--- src/rtl/cpu_pkg.sv ---
// rtl/cpu_pkg.sv - shared CPU front-end types and constants
// Purpose: types shared by the fetch buffer and its storage array.
//   INSTR_NOP     : instruction word presented to decode when no entry is valid
//   fetch_entry_t : one queued fetch {pc, instr, misalign}
package cpu_pkg;

  localparam logic [31:0] INSTR_NOP = 32'h0000_0000;

  typedef struct packed {
    logic [31:0] pc;
    logic [31:0] instr;
    logic        misalign;
  } fetch_entry_t;

endpackage : cpu_pkg

--- src/rtl/fetch_fifo_mem.sv ---
// rtl/fetch_fifo_mem.sv - register array backing the fetch queue
// Purpose: DEPTH-entry storage with one synchronous write port and one
// asynchronous read port. Contents are not reset; validity is tracked by
// the pointer/count logic in fetch_buffer.
// Ports:
//   clk   : clock, rising edge
//   we    : write enable
//   waddr : write address
//   wdata : entry written at waddr on the rising edge when we is high
//   raddr : read address
//   rdata : entry at raddr (combinational)
module fetch_fifo_mem
  import cpu_pkg::*;
#(
  parameter int DEPTH = 4,
  parameter int PTR_W = $clog2(DEPTH)
) (
  input  logic               clk,
  input  logic               we,
  input  logic [PTR_W-1:0]   waddr,
  input  fetch_entry_t       wdata,
  input  logic [PTR_W-1:0]   raddr,
  output fetch_entry_t       rdata
);

  fetch_entry_t mem_q [DEPTH];

  always_ff @(posedge clk) begin
    if (we) begin
      mem_q[waddr] <= wdata;
    end
  end

  assign rdata = mem_q[raddr];

endmodule : fetch_fifo_mem

--- src/rtl/fetch_buffer.sv ---
// rtl/fetch_buffer.sv - instruction fetch queue between PC unit and decode
// Purpose: queues {pc, instr, misalign} fetches, presents the oldest to
// decode with a valid/ready handshake, pauses the PC unit when full and
// discards everything on a taken branch/jump (flush).
// Optional feature: define FETCH_BUF_BYPASS_EN to forward a fetch straight
// to decode in the same cycle when the queue is empty.
// Ports:
//   clk, PcReSet          : clock (rising edge), async active-high reset
//   pc_in, instr_in       : fetch PC and instruction memory data for it
//   fetch_valid           : pc_in/instr_in are a valid fetch this cycle
//   flush                 : taken branch or jump, discards the queue
//   id_ready              : decode accepts the head entry this cycle
//   id_valid              : head entry present
//   id_pc, id_pc_plus4    : head PC and head PC + 4
//   id_instr, id_misalign : head instruction and misaligned-fetch flag
//   pause                 : queue full, PC unit must hold
//   count                 : occupancy 0..DEPTH
module fetch_buffer
  import cpu_pkg::*;
#(
  parameter int DEPTH = 4,
  parameter int PTR_W = $clog2(DEPTH)
) (
  input  logic             clk,
  input  logic             PcReSet,
  input  logic [31:0]      pc_in,
  input  logic [31:0]      instr_in,
  input  logic             fetch_valid,
  input  logic             flush,
  input  logic             id_ready,
  output logic             id_valid,
  output logic [31:0]      id_pc,
  output logic [31:0]      id_pc_plus4,
  output logic [31:0]      id_instr,
  output logic             id_misalign,
  output logic             pause,
  output logic [PTR_W:0]   count
);

  localparam logic [PTR_W:0] DEPTH_C = (PTR_W + 1)'(DEPTH);

  logic [PTR_W-1:0] wp_q, wp_d;
  logic [PTR_W-1:0] rp_q, rp_d;
  logic [PTR_W:0]   count_q, count_d;

  logic         empty;
  logic         full;
  logic         push;
  logic         pop;
  logic         bypass;
  fetch_entry_t wr_entry;
  fetch_entry_t rd_entry;
  fetch_entry_t head;

  assign empty = (count_q == '0);
  assign full  = (count_q == DEPTH_C);

  assign wr_entry.pc       = pc_in;
  assign wr_entry.instr    = instr_in;
  assign wr_entry.misalign = |pc_in[1:0];

`ifdef FETCH_BUF_BYPASS_EN
  // An empty queue forwards the fetch directly; if decode takes it in the
  // same cycle it never occupies a slot.
  assign bypass = empty & fetch_valid & ~flush;
  assign push   = fetch_valid & ~full & ~flush & ~(bypass & id_ready);
`else
  assign bypass = 1'b0;
  assign push   = fetch_valid & ~full & ~flush;
`endif

  // Pop only ever drains a real queued entry, never a bypassed one.
  assign pop = ~empty & id_ready & ~flush;

  always_comb begin
    wp_d    = wp_q;
    rp_d    = rp_q;
    count_d = count_q;
    if (flush) begin
      wp_d    = '0;
      rp_d    = '0;
      count_d = '0;
    end else begin
      if (push) begin
        wp_d = wp_q + 1'b1;
      end
      if (pop) begin
        rp_d = rp_q + 1'b1;
      end
      case ({push, pop})
        2'b10:   count_d = count_q + 1'b1;
        2'b01:   count_d = count_q - 1'b1;
        default: count_d = count_q;
      endcase
    end
  end

  always_ff @(posedge clk or posedge PcReSet) begin
    if (PcReSet) begin
      wp_q    <= '0;
      rp_q    <= '0;
      count_q <= '0;
    end else begin
      wp_q    <= wp_d;
      rp_q    <= rp_d;
      count_q <= count_d;
    end
  end

  fetch_fifo_mem #(
    .DEPTH (DEPTH),
    .PTR_W (PTR_W)
  ) u_mem (
    .clk   (clk),
    .we    (push),
    .waddr (wp_q),
    .wdata (wr_entry),
    .raddr (rp_q),
    .rdata (rd_entry)
  );

  // Empty queue shows a zeroed NOP entry so stale storage never leaks out.
  always_comb begin
    head       = '0;
    head.instr = INSTR_NOP;
    id_valid   = 1'b0;
    if (!empty) begin
      head     = rd_entry;
      id_valid = 1'b1;
    end else if (bypass) begin
      head     = wr_entry;
      id_valid = 1'b1;
    end
  end

  assign id_pc       = head.pc;
  assign id_pc_plus4 = head.pc + 32'd4;
  assign id_instr    = head.instr;
  assign id_misalign = head.misalign;
  assign pause       = full;
  assign count       = count_q;

endmodule : fetch_buffer
--- config.mk ---
export PLATFORM = sky130hd
export DESIGN_NAME = fetch_buffer
export DESIGN_NICKNAME = d
export VERILOG_FILES = /design/src/rtl/cpu_pkg.sv /design/src/rtl/fetch_fifo_mem.sv /design/src/rtl/fetch_buffer.sv
export SDC_FILE = /design/constraint.sdc
export NUM_CORES = 1
export LEC_CHECK = 0
export BUFFER_PORTS_ARGS = -buffer_cell sky130_fd_sc_hd__buf_2
export CELL_PAD_IN_SITES_DETAIL_PLACEMENT = 1
export CELL_PAD_IN_SITES_GLOBAL_PLACEMENT = 2
export CORE_MARGIN = 5
export CORE_UTILIZATION = 40
export CTS_CLUSTER_DIAMETER = 30
export DETAILED_ROUTE_END_ITERATION = 8
export PLACE_DENSITY_LB_ADDON = 0.1
export SYNTH_ARGS = -nofsm -noshare
export SYNTH_HDL_FRONTEND = slang
export SYNTH_SLANG_ARGS = --single-unit
--- constraint.sdc ---
create_clock -name clk -period 9.4 [get_ports clk]
set_input_delay 2.35 -clock clk [delete_from_list [all_inputs] [get_ports clk]]
set_output_delay 2.35 -clock clk [all_outputs]
set_load 0.02 [all_outputs]
==> flow_metrics.env, run 1 <==
export IMPL_status="completed"
export IMPL_ys_seq_area_share_pct=70.0
export IMPL_p_seq_share_pct=29.5
export IMPL_powerDensity_nw_per_um2=343
export IMPL_fmax_ghz=0.147
export IMPL_drtIter0Drc=339
export IMPL_grt_max_degree=66
export IMPL_ys_warn_count=0
export IMPL_multi_input_area_um2=3200
export IMPL_syn_inst=629
export IMPL_grt_pass1_wl_um=41500
export IMPL_worst_pin_slew_ps=1080
export IMPL_relSlewSlack_pct=28.1
export IMPL_hpwl_um=17000
export IMPL_wirelength_um=27200
export IMPL_synthAdderAreaFrac_pct=0.724
export IMPL_wl_per_cell_um=21.6
export IMPL_period_needed_ps=6790
export IMPL_viasPerCell=5.04
export IMPL_critPathSlowestCell="dfrtp_4"
export IMPL_first_global_vias=7232
export IMPL_clock_skew_ps=16.4
export IMPL_p_clk_share_pct=40.3
export IMPL_synthFlopType="edfxtp_1"
export IMPL_max_clock_path_buffers=3
export IMPL_setup_violations=0
export IMPL_fillers=2678
export IMPL_die_width_um=179
export IMPL_drive_gt1_share_pct=40.2
export IMPL_fin_util_pct=52.3
export IMPL_worstSkewPairLatency_ps=570
export IMPL_rsz0062_at_grt="false"
export IMPL_cts_resized=0
export IMPL_cts_tree="yes"
export IMPL_final_common_cell="edfxtp_1"
export IMPL_drc=0
export IMPL_cp_buffers_inverters=2
export IMPL_nNetsFinal=906
export IMPL_max_stage_delay_ps=800
export IMPL_io_pins=171
export IMPL_post_layout_nonfiller_instances=1259
export IMPL_critPathCaptureType="output port"
export IMPL_seq_area_um2=7990
export IMPL_cp_start_kind="register"
export IMPL_gp_congestion=0.772
export IMPL_fp_dieH_um=179
export IMPL_synth_top_family_by_area="multiplexers"
export IMPL_grt_use_total_pct=17.0
export IMPL_syn_nets=704
export IMPL_vias=6347
export IMPL_crit_arrival_ps=4440
export IMPL_synth_edff_count=260
export IMPL_async_reset_ff_share_pct=2.62
export IMPL_critPathKind="register to output port"
export IMPL_power_frac_comb_pct=30.2
export IMPL_required_ps=7050
export IMPL_post_cts_setup_buffer_count=0
export IMPL_synthMuxAreaShare_pct=14.7
export IMPL_finalPower_w=0.00501
export IMPL_p_int_w=0.00333
export IMPL_path_cells="buf_4, mux4_1, nand4_1, or4_1, nor4_4, nor4b_4, xor2_1, buf_2"
export IMPL_die_area_um2=32000
export IMPL_io_buffers=170
export IMPL_ir_drop_v=0.000213
export IMPL_grt_antenna_before_repair=5
export IMPL_place_inst=1148
export IMPL_cts_hold_buffers_added=0
export IMPL_maxSlewViolCount=0
export IMPL_core_um2=27900
export IMPL_syn_area_per_cell_um2=18.1
export IMPL_cp_max_fo=54
export IMPL_first_pass_iters=4
export IMPL_synth_simple_area_share_pct=9.11
export IMPL_synth_compound_area_share_pct=0.878
export IMPL_numCtsBuffers=59
export IMPL_initial_core_util_pct=40.8
export IMPL_cellLeakagePower_nw=5.30
export IMPL_hold_violations=0
export IMPL_setup_tns_ps=0
export IMPL_htreeDepth=2
export IMPL_area_growth_pct=28.3
export IMPL_hold_class="register to register"
export IMPL_root_buffer="clkbuf_16"
export IMPL_clkTransAtPathRegs_ps=40
export IMPL_synthXorXnorAreaFrac_pct=2.54
export IMPL_p_sw_w=0.00168
export IMPL_netlist_area_um2=11400
export IMPL_rows=61
export IMPL_grt_ovfl_total=0
export IMPL_finalCritPeriodShare_pct=72.3
export IMPL_clock_sinks=267
export IMPL_maxCapViolations=0
export IMPL_synth_seq_cells=267
export IMPL_ys_types=53
export IMPL_p_sw_share_pct=33.6
export IMPL_final_cell_mix="edfxtp_1, buf_2, and2_1"
export IMPL_final_antenna_net_count=0
export IMPL_crit_family="simple AND/OR/NAND/NOR gates"
cell usage after synthesis (all sizes together), types with 2 or more instances:
master    n  area share (%)
o211ai    2            0.13
edfxtp  260              68
buf      22             1.2
xnor2    17             1.3
mux2      3            0.33
and2     67             3.7
a21oi     4            0.18
or4       3            0.23
nor4      3            0.35
or2       2            0.11
nor3      7            0.35
nor2b     2            0.11
nand4     5            0.27
nand3    14            0.61
nand2b    4            0.22
xor2     16             1.2
ha        5            0.55
nand2    35             1.2
and3      2            0.11
clkbuf   12            0.40
nor4b     5            0.57
dfrtp     7             1.5
o21ai     2           0.088
nor2     20            0.66
mux2i    17             1.5
a211oi    2            0.13
mux4     64              13
inv      13            0.43
area by class of cell:
cell class	instances	share of cell area [%]
multi-input combinational	315	21.9
tap	378	3.23
clock buffer	64	10.2
antenna	1	0.0171
sequential	267	54.7
timing repair buffer	175	6.08
inverter	13	0.334
clock inverter	46	3.59
kinds of logic after synthesis:
group,Yosys count
flops,267
simple gates,177
mux,84
buf+inv,47
xor+xnor,33
compound gates,15
fa+ha+maj,6
power by group through the flow:
stage	Clock (W)	Combinational (W)	Sequential [W]
after global placement	0	0.00153	0.00150
after CTS	0.00205	0.00155	0.00148
final	0.00202	0.00151	0.00148
after floorplan	0	0.00107	0.00145
after global routing	0.00213	0.00163	0.00149
after detailed placement	0	0.00154	0.00150
layer usage:
| metal | global-route usage [%] | part of all wire [%] | up-vias |
|---|---|---|---|
| li1 | - | - | 2879 |
| met1 | 21.3 | 41 | 3229 |
| met2 | 29.3 | 50 | 181 |
| met3 | 4.62 | 6.3 | 50 |
| met4 | 4.76 | 1.7 | 8 |
| met5 | 0 | 0.19 | - |
per-stage QoR:
stage | hold WS (ps) | worst slack (ps) | area [µm²]
6_report | 615 | 2610 | 14600
3_3_place_gp | 564 | 3150 | 12600
4_1_cts | 619 | 2490 | 14600
3_5_place_dp | 613 | 3090 | 12600
5_1_grt | 663 | 2280 | 14600
2_1_floorplan | 542 | 3580 | 11400
path summary, 6_finish.rpt:
check | start | to | slack, ps | cells after the start
worst min register to register | wp_q[1] | wp_q[1] | 610 | 2
worst max-delay path | rp_q[1] | id_pc_plus4[31] | 2610 | 8
min in group asynchronous | PcReSet | rp_q[0] | 1720 | 2
worst max register to register | count[0] | count[1] | 6600 | 9
max in group asynchronous | PcReSet | rp_q[1] | 7430 | 2
worst min-delay path | wp_q[1] | wp_q[1] | 610 | 2
state kept, by name, indices dropped and copies added (netlist names):
| name | count |
|---|---|
| count | 3 |
| u_mem.mem_q | 260 |
| rp_q | 2 |
| wp_q | 2 |
worst register-to-register path, delay by kind of cell, from the launching register on:
| family | cells | cell delay (ps) |
|---|---|---|
| buffers and inverters | 3 | 1190 |
| muxes | 1 | 180 |
| DFF | 1 | 450 |
| and+or+nand+nor | 4 | 420 |
| adders and majority gates | 1 | 430 |
Note: power is estimated with default switching activity, not from simulation.
==> run 2, diff against run 1 <==
- clock period: 9.4 -> 6.8 ns (I/O delays scaled with it)
==> run 2 against run 1 <==
Sequential share of layout area down 0.77 points. Sequential cell count is the same. Critical path depth grew 2. Critical endpoint is now id_pc_plus4[30]. Combinational power grew 38%. Routed wire length rose by 3.1%. Critical path type unchanged. Sequential power up 40%. Largest power group unchanged. Utilization grew 0.75 points.
==> flow_metrics.env, run 2 (synthesized netlist as in run 1, its figures left out) <==
export IMPL_status="completed"
export IMPL_grt_use_total_pct=18.0
export IMPL_htreeDepth=3
export IMPL_drtIter0Drc=342
export IMPL_root_buffer="clkbuf_16"
export IMPL_initial_core_util_pct=40.8
export IMPL_critPathLaunch="rp_q[0]"
export IMPL_grt_max_degree=66
export IMPL_rows=61
export IMPL_final_antenna_net_count=0
export IMPL_critPathCaptureType="output port"
export IMPL_cp_start_kind="register"
export IMPL_cts_tree="yes"
export IMPL_powerDensity_nw_per_um2=484
export IMPL_hpwl_um=17500
export IMPL_hold_violations=0
export IMPL_num_antenna_cells=0
export IMPL_rsz0062_at_grt="false"
export IMPL_rr_startpoint="count[0]"
export IMPL_finalPower_w=0.00718
export IMPL_worst_pin_slew_ps=1070
export IMPL_wl_per_cell_um=22.1
export IMPL_wirelength_um=28100
export IMPL_drc=0
export IMPL_post_cts_setup_buffer_count=0
export IMPL_largest_reg_flops=260
export IMPL_nNetsFinal=916
export IMPL_cp_max_fo=60
export IMPL_worstSkewPairLatency_ps=540
export IMPL_cts_hold_buffers_added=0
export IMPL_top_register="u_mem.mem_q"
export IMPL_clkTransAtPathRegs_ps=40
export IMPL_ir_drop_v=0.000263
export IMPL_first_global_vias=7411
export IMPL_io_pins=171
export IMPL_relSlewSlack_pct=28.6
export IMPL_worstReg2RegEnd="count[2]"
export IMPL_period_needed_ps=5830
export IMPL_finalHoldWorstSlack_ps=626
export IMPL_clock_sinks=267
export IMPL_crit_arrival_ps=4130
export IMPL_drive_gt1_share_pct=40.6
export IMPL_first_pass_iters=6
export IMPL_cts_resized=0
export IMPL_max_clock_path_buffers=3
export IMPL_grt_pass1_wl_um=43500
export IMPL_die_area_um2=32000
export IMPL_vias=6442
export IMPL_io_buffers=170
export IMPL_maxCapViolations=0
export IMPL_hold_class="register to register"
export IMPL_reg2regPathDepth=11
export IMPL_area_growth_pct=30.1
export IMPL_crit_end="id_pc_plus4[30]"
export IMPL_final_cell_mix="edfxtp_1, buf_2, clkbuf_16"
export IMPL_clock_skew_ps=16.0
export IMPL_setup_violations=0
export IMPL_core_um2=27900
export IMPL_grt_ovfl_total=0
export IMPL_critPathKind="register to output port"
export IMPL_grt_antenna_before_repair=6
export IMPL_cellLeakagePower_nw=5.41
export IMPL_finalCritPeriodShare_pct=85.8
export IMPL_viasPerCell=5.07
export IMPL_die_width_um=179
export IMPL_numCtsBuffers=66
export IMPL_required_ps=5100
export IMPL_fmax_ghz=0.171
export IMPL_rrSetupSlack_ps=3980
export IMPL_fp_dieH_um=179
export IMPL_gp_congestion=0.765
export IMPL_final_common_cell="edfxtp_1"
export IMPL_maxSlewViolCount=0
export IMPL_setup_tns_ps=0
export IMPL_fillers=2645
## run 2: area by class of cell
class | count | area, µm² | share of cell area [%]
clock buffers | 76 | 1750 | 11.8
clock inverters | 44 | 457 | 3.08
inverters | 13 | 48.8 | 0.329
repair buffers | 178 | 911 | 6.14
multi-input cells | 315 | 3200 | 21.6
well taps | 378 | 473 | 3.19
flip-flops and latches | 267 | 7990 | 53.9
## run 2: routing by layer
metal / track usage, % / vias to the layer above / wire length (µm)
met5: 0 / - / 80
met4: 5.21 / 12 / 440
met3: 5.53 / 48 / 1780
met2: 30.2 / 183 / 14000
met1: 22.6 / 3290 / 11800
li1: - / 2909 / -
## run 2: worst min path at each step
stage          startpoint  endpoint  slack [ps]  cells after the start
2_1_floorplan     wp_q[1]   wp_q[1]         540                      2
3_3_place_gp      wp_q[1]   wp_q[1]         560                      2
3_5_place_dp      wp_q[1]   wp_q[1]         630                      2
4_1_cts           wp_q[1]   wp_q[1]         640                      2
5_1_grt           wp_q[1]   wp_q[1]         690                      2
6_report          wp_q[1]   wp_q[1]         630                      2
## run 2: critical path, stage by stage (launching register included)
cell and delay, ps:
dfrtp_4 1000, mux4_1 460, nand2_1 100, inv_1 130
ha_1 230, nand4_1 120, nor2_1 410, nand4_1 440
nor3_1 330, xnor2_1 170, buf_2 200
## run 2: metrics by stage
step           instance area [µm²]  util (%)  cells  setup WS (ps)
2_1_floorplan                11400         -    629           1630
3_3_place_gp                 12600      45.2   1151           1550
3_5_place_dp                 12600      45.2   1151           1440
4_1_cts                      14800      53.1   1271            799
5_1_grt                      14800      53.1   1271            573
6_report                     14800      53.1   1271            969
## run 2: power by group
| group | internal [W] | switching [W] | leakage, nW |
|---|---|---|---|
| sequential | 0.00194 | 0.000135 | 2.45 |
| combinational | 0.000774 | 0.00130 | 1.90 |
| clock | 0.00211 | 0.000931 | 1.06 |
